File: src/rtl/delay_pulse_gen.sv
// delay_pulse_gen
// Emits a burst of single-cycle enable pulses on io_pulse. A burst is
// requested with a valid/ready handshake carrying the pulse count
// (io_cnt_bits) and the number of idle cycles between pulses (io_gap).
// io_done strobes for one cycle when the burst ends, and io_emitted
// reports how many pulses the current or last burst produced.
//
// Optional feature: define DELAY_PULSE_GEN_ABORT_EN to add an io_abort
// input. It terminates a running burst early and keeps the count of
// pulses already issued.
//
// Outputs come straight from flops. Each one is computed from the
// next-state values, so the registered outputs line up with the state
// they describe.

module delay_pulse_gen #(
  parameter int CNT_W = 32,
  parameter int GAP_W = 4
) (
  input  logic             clk,
  input  logic             reset,
  input  logic             io_cnt_valid,
  output logic             io_cnt_ready,
  input  logic [CNT_W-1:0] io_cnt_bits,
  input  logic [GAP_W-1:0] io_gap,
`ifdef DELAY_PULSE_GEN_ABORT_EN
  input  logic             io_abort,
`endif
  output logic             io_pulse,
  output logic             io_busy,
  output logic             io_done,
  output logic [CNT_W-1:0] io_emitted
);

  typedef enum logic [1:0] {
    ST_IDLE = 2'd0,
    ST_RUN  = 2'd1,
    ST_GAP  = 2'd2,
    ST_DONE = 2'd3
  } state_t;

  localparam logic [CNT_W-1:0] C_CNT_ZERO = {CNT_W{1'b0}};
  localparam logic [CNT_W-1:0] C_CNT_ONE  = CNT_W'(1);
  localparam logic [GAP_W-1:0] C_GAP_ZERO = {GAP_W{1'b0}};
  localparam logic [GAP_W-1:0] C_GAP_ONE  = GAP_W'(1);

  // Output flag decode for a given state; shared so that every
  // registered flag is derived from the same table.
  function automatic logic [3:0] state_flags(input state_t st);
    // {pulse, busy, done, ready}
    logic [3:0] flags;
    case (st)
      ST_IDLE: flags = 4'b0001;
      ST_RUN:  flags = 4'b1100;
      ST_GAP:  flags = 4'b0100;
      ST_DONE: flags = 4'b0010;
      default: flags = 4'b0001;
    endcase
    return flags;
  endfunction

  // State and datapath registers
  state_t           r_state;
  logic [CNT_W-1:0] r_remaining;
  logic [GAP_W-1:0] r_gap;
  logic [GAP_W-1:0] r_gap_cnt;
  logic [CNT_W-1:0] r_emitted;
  logic             r_pulse;
  logic             r_busy;
  logic             r_done;
  logic             r_ready;

  // Next-state values
  state_t           w_state_nxt;
  logic [CNT_W-1:0] w_remaining_nxt;
  logic [GAP_W-1:0] w_gap_nxt;
  logic [GAP_W-1:0] w_gap_cnt_nxt;
  logic [CNT_W-1:0] w_emitted_nxt;
  logic [3:0]       w_flags_nxt;
  logic             w_accept;
  logic             w_abort;

`ifdef DELAY_PULSE_GEN_ABORT_EN
  assign w_abort = io_abort;
`else
  assign w_abort = 1'b0;
`endif

  // A request is taken only while idle. r_ready is high only in IDLE,
  // so requests arriving during a burst are dropped, not queued.
  assign w_accept = io_cnt_valid && r_ready;

  // Next-state logic: burst sequencing and counter updates
  always_comb begin
    w_state_nxt     = r_state;
    w_remaining_nxt = r_remaining;
    w_gap_nxt       = r_gap;
    w_gap_cnt_nxt   = r_gap_cnt;
    w_emitted_nxt   = r_emitted;
    case (r_state)
      ST_IDLE: begin
        if (w_accept) begin
          w_remaining_nxt = io_cnt_bits;
          w_gap_nxt       = io_gap;
          w_gap_cnt_nxt   = C_GAP_ZERO;
          w_emitted_nxt   = C_CNT_ZERO;
          if (io_cnt_bits == C_CNT_ZERO) begin
            w_state_nxt = ST_DONE;
          end else begin
            w_state_nxt = ST_RUN;
          end
        end else begin
          w_state_nxt = ST_IDLE;
        end
      end
      ST_RUN: begin
        // The pulse for this cycle is issued, even if an abort arrives.
        // remaining is at least 1 here, so the decrement cannot wrap.
        // emitted never exceeds the accepted count, so it cannot wrap.
        w_remaining_nxt = r_remaining - C_CNT_ONE;
        w_emitted_nxt   = r_emitted + C_CNT_ONE;
        if (w_abort) begin
          w_state_nxt = ST_DONE;
        end else if (r_remaining == C_CNT_ONE) begin
          w_state_nxt = ST_DONE;
        end else if (r_gap == C_GAP_ZERO) begin
          w_state_nxt = ST_RUN;
        end else begin
          w_state_nxt   = ST_GAP;
          w_gap_cnt_nxt = r_gap;
        end
      end
      ST_GAP: begin
        if (w_abort) begin
          w_state_nxt   = ST_DONE;
          w_gap_cnt_nxt = C_GAP_ZERO;
        end else if (r_gap_cnt <= C_GAP_ONE) begin
          w_state_nxt   = ST_RUN;
          w_gap_cnt_nxt = C_GAP_ZERO;
        end else begin
          w_state_nxt   = ST_GAP;
          w_gap_cnt_nxt = r_gap_cnt - C_GAP_ONE;
        end
      end
      ST_DONE: begin
        w_state_nxt = ST_IDLE;
      end
      default: begin
        w_state_nxt = ST_IDLE;
      end
    endcase
  end

  // Output flags follow the state being entered
  always_comb begin
    w_flags_nxt = state_flags(w_state_nxt);
  end

  // State, counters and registered outputs; reset takes priority
  always_ff @(posedge clk) begin
    if (reset) begin
      r_state     <= ST_IDLE;
      r_remaining <= C_CNT_ZERO;
      r_gap       <= C_GAP_ZERO;
      r_gap_cnt   <= C_GAP_ZERO;
      r_emitted   <= C_CNT_ZERO;
      r_pulse     <= 1'b0;
      r_busy      <= 1'b0;
      r_done      <= 1'b0;
      r_ready     <= 1'b1;
    end else begin
      r_state     <= w_state_nxt;
      r_remaining <= w_remaining_nxt;
      r_gap       <= w_gap_nxt;
      r_gap_cnt   <= w_gap_cnt_nxt;
      r_emitted   <= w_emitted_nxt;
      r_pulse     <= w_flags_nxt[3];
      r_busy      <= w_flags_nxt[2];
      r_done      <= w_flags_nxt[1];
      r_ready     <= w_flags_nxt[0];
    end
  end

  assign io_pulse     = r_pulse;
  assign io_busy      = r_busy;
  assign io_done      = r_done;
  assign io_cnt_ready = r_ready;
  assign io_emitted   = r_emitted;

endmodule

File: config.mk
export PLATFORM = sky130hd
export DESIGN_NAME = delay_pulse_gen
export DESIGN_NICKNAME = d
export VERILOG_FILES = /design/src/rtl/delay_pulse_gen.sv
export SDC_FILE = /design/constraint.sdc
export NUM_CORES = 1
export LEC_CHECK = 0
export BUFFER_PORTS_ARGS = -buffer_cell sky130_fd_sc_hd__buf_2
export CELL_PAD_IN_SITES_DETAIL_PLACEMENT = 1
export CELL_PAD_IN_SITES_GLOBAL_PLACEMENT = 1
export CORE_MARGIN = 3
export CORE_UTILIZATION = 37
export CTS_CLUSTER_SIZE = 28
export DETAILED_ROUTE_END_ITERATION = 8
export GPL_TIMING_DRIVEN = 1
export PLACE_DENSITY = 0.78
export SLEW_MARGIN = 20
export SYNTH_ARGS = -nofsm -noshare
export SYNTH_HDL_FRONTEND = slang
export SYNTH_SLANG_ARGS = --single-unit
export TNS_END_PERCENT = 5
File: constraint.sdc
create_clock -name clk -period 2.5 [get_ports clk]
set_input_delay 0.25 -clock clk [delete_from_list [all_inputs] [get_ports clk]]
set_output_delay 0.25 -clock clk [all_outputs]
set_load 0.005 [all_outputs]
==> reports/results.md <==
## Outcome
• finished clean — result of the run

## Setup path
• r_remaining[24]$_SDFFE_PP0P_ — R2R Path Start
• flip-flop — nature of the critical path startpoint
• io_cnt_ready$_SDFF_PP1_ — R2R Path End
• 0.1 ns — FF-to-FF setup slack
• r_remaining[24]$_SDFFE_PP0P_ — launch point of the worst path
• reg2reg — Setup Crit Path Kind
• 3 — biggest fanout along the worst timing path
• 7 — worst reg2reg path depth
• 2.62 ns — arrival time of data at the critical path endpoint
• io_cnt_ready$_SDFF_PP1_ — endpoint of the worst setup timing path
• 2.72 ns — data required time of the worst path
• flip-flop — element type at the critical path end

## Yosys
• 611 — Syn Nets
• 0.360 — sequential element share of the synthesized area
• 561 — post-synthesis cell count
• 7.73 µm² — mean instance size in the synthesized netlist
• 56 — Netlist cell types
• 0 — async set or reset register ratio after synthesis
• 0 — Post-synth EDFFs
• 0 — total number of yosys warnings
• sky130_fd_sc_hd__dfxtp_1 — dominant synthesized flop cell
• 4340 µm² — Synth Cell Area
• 78 — number of synthesized register bits

## Clock network
• sky130_fd_sc_hd__clkbuf_16 — CTS Root Cell
• 78 — number of sinks on the clock net
• 3 — total number of H-tree levels
• 0 — setup repair bufs after CTS
• 2 — clk buf depth
• 9 — cts bufs inserted
• 0.33 ns — Clock Latency Late Sink
• yes — TritonCTS clock tree
• 0.06 ns — clock input transition at the sequential cells of the worst setup and hold paths

## Route
• 4 — number of detailed-routing iterations run before antenna repair
• 14300 µm — overall routed net length
• 261 — detailed router's first-iteration violation count
• 4609 — total via count in the routed design
• 0 — number of nets with antenna violations after routing
• 0 — remaining design rule violation count
• 18.0 µm — Avg WL per Cell
• 5.82 — routed vias/inst

## Floorplan
• 11100 µm² — Std-Cell Core Area
• 114 µm — Chip Width
• 38 — num rows
• 13100 µm² — Die Outline Area
• 0.390 — starting density of the core
• 75 — number of I/O pins
• 114 µm — die outline height

## Min path
• in2reg — classification of the worst-slack hold path

## STA
• 0 — final setup violation count
• 0 — Slew Viols, Final
• 0.547 ns — Worst Tran Pin Value
• 2.40 ns — fin crit period
• 416 MHz — highest clock rate
• 0.157 ns — worst hold-check slack
• 0.632 — tightest slew margin relative to the limit
• 0.00460 ns — post-route clock skew
• 0.0951 ns — slack of the critical path
• 0 — Final Hold Fails
• 0.962 — share of the clock period used by the worst path
• no — setup repair after global routing missed its margin

## Final layout
• 0.215 — fraction of final layout cells with drive strength greater than 1
• 0.486 — fraction of the core area covered by cells at the end of the flow
• 5410 µm² — post-route design area
• 0 — # diodes
• sky130_fd_sc_hd__dfxtp_1 — most common library cell in the layout ignoring fill and taps
• 24.7% — relative area change from synthesis to final layout
• sky130_fd_sc_hd__dfxtp_1, sky130_fd_sc_hd__buf_2, sky130_fd_sc_hd__nor2_1 — most frequent cells in the layout
• 698 — NumNets Final
• 1419 — fillers

## Global route
• 0.221 — combined global-route utilization of all metal layers
• 40 — largest net degree at the start of global routing
• 0 — residual overflow from global routing
• 0 — initial antenna violation count
• 4665 — vias in the first global route
• 23200 µm — first-pass GRT wire length

## Flow run
• 0 — number of maximum-capacitance constraint violations

## Pwr
• 743 nW/µm² — PD cells
• 438 µV — worst supply voltage drop on vdd
• 0.00206 µW — leakage power

## Place
• 74 — port bufs
• 5050 µm² — instance area at placement
• 10300 µm — half-perimeter wire length after detailed placement
• -0.00482 ns — worst setup slack before clock tree synthesis
• 0.858 — GPL Wtd Cong

[stage by stage]
| step | setup TNS (ns) | std cells | power [µW] |
|---|---|---|---|
| floorplan | 0 | 561 | 2070 |
| global placement | 0 | 777 | 2440 |
| detailed placement | -0.00482 | 777 | 2500 |
| CTS | 0 | 792 | 4010 |
| global route | 0 | 792 | 4220 |
| finish | 0 | 792 | 4020 |
[sequential cells by signal (all words and copies together), names as in the netlist]
register      count
io_busy           1
io_cnt_ready      1
io_done           1
io_emitted       32
io_pulse          1
r_gap             4
r_gap_cnt         4
r_remaining      32
r_state           2
[per-layer routing]
| layer | GRT usage | wire [µm] | vias to the layer above |
|---|---|---|---|
| met3 | 0.0381 | 515 | 16 |
| li1 | - | - | 2223 |
| met2 | 0.388 | 7080 | 103 |
| met4 | 0.0586 | 186 | 0 |
| met1 | 0.279 | 6510 | 2267 |
| met5 | 0 | 0 | - |
[synthesized netlist by cell type, types with 12 or more instances]
cell type                  number  area share
sky130_fd_sc_hd__dfxtp_1       78        0.36
sky130_fd_sc_hd__xnor2_1       21       0.042
sky130_fd_sc_hd__nand3_1       19       0.022
sky130_fd_sc_hd__inv_1         24       0.021
sky130_fd_sc_hd__nand2_1       47       0.041
sky130_fd_sc_hd__nor3_1        25       0.029
sky130_fd_sc_hd__or3_1         13       0.019
sky130_fd_sc_hd__nor4_1        33       0.048
sky130_fd_sc_hd__o21ai_0       27       0.031
sky130_fd_sc_hd__clkbuf_1      31       0.027
sky130_fd_sc_hd__nor2_1        59       0.051
sky130_fd_sc_hd__a21oi_1       35       0.040
sky130_fd_sc_hd__nor2b_1       12       0.017
[area by class of cell]
| class | instances | area (µm²) | share of cell area |
|---|---|---|---|
| clock inverter | 4 | 95.1 | 0.0176 |
| tap | 140 | 175 | 0.0324 |
| clock buffer | 11 | 243 | 0.0449 |
| timing repair buffer | 110 | 653 | 0.121 |
| multi-input combinational | 425 | 2590 | 0.479 |
| inverter | 24 | 90.1 | 0.0167 |
| sequential | 78 | 1560 | 0.289 |
[critical path, cell delays in order (launching register included)]
cell and delay, ns:
sky130_fd_sc_hd__dfxtp_1 0.31, sky130_fd_sc_hd__or4_4 0.53, sky130_fd_sc_hd__nand2b_4 0.16, sky130_fd_sc_hd__or4_4 0.45, sky130_fd_sc_hd__a31o_2 0.24, sky130_fd_sc_hd__and2_1 0.16
sky130_fd_sc_hd__ha_1 0.17, sky130_fd_sc_hd__or2_2 0.27
[cells by family after synthesis]
logic type,share of synthesized area
simple gates,0.300
compound gates,0.193
flops,0.360
buf+inv,0.0508
xor+xnor,0.0485
fa+ha+maj,0.0317
mux,0.0162
[worst min-delay path by stage]
stage                                    startpoint                        end  slack [ns]  cells past startpoint
after floorplan                           io_gap[0]      r_gap[0]$_SDFFE_PP0P_        0.39                      2
after global placement        r_gap[3]$_SDFFE_PP0P_      r_gap[3]$_SDFFE_PP0P_        0.46                      2
after detailed placement  r_gap_cnt[1]$_SDFFE_PP0P_  r_gap_cnt[1]$_SDFFE_PP0P_        0.48                      2
after CTS                                 io_gap[2]      r_gap[2]$_SDFFE_PP0P_        0.15                      3
after global routing                      io_gap[1]      r_gap[1]$_SDFFE_PP0P_        0.16                      3
final                                     io_gap[2]      r_gap[2]$_SDFFE_PP0P_        0.16                      3
[report_power, final]
group          internal [µW]  switching, µW
Clock                    996            511
Combinational            430            649
Sequential              1330           94.6
Total                   2760           1250
[timing repair]
action / CTS / global route
cloned: 0 / 0
gates resized for setup: 1 / 4
hold buffers: 0 / 0
endpoints found under the setup margin: 1 / 3
Power figures use the tool's default switching activity.
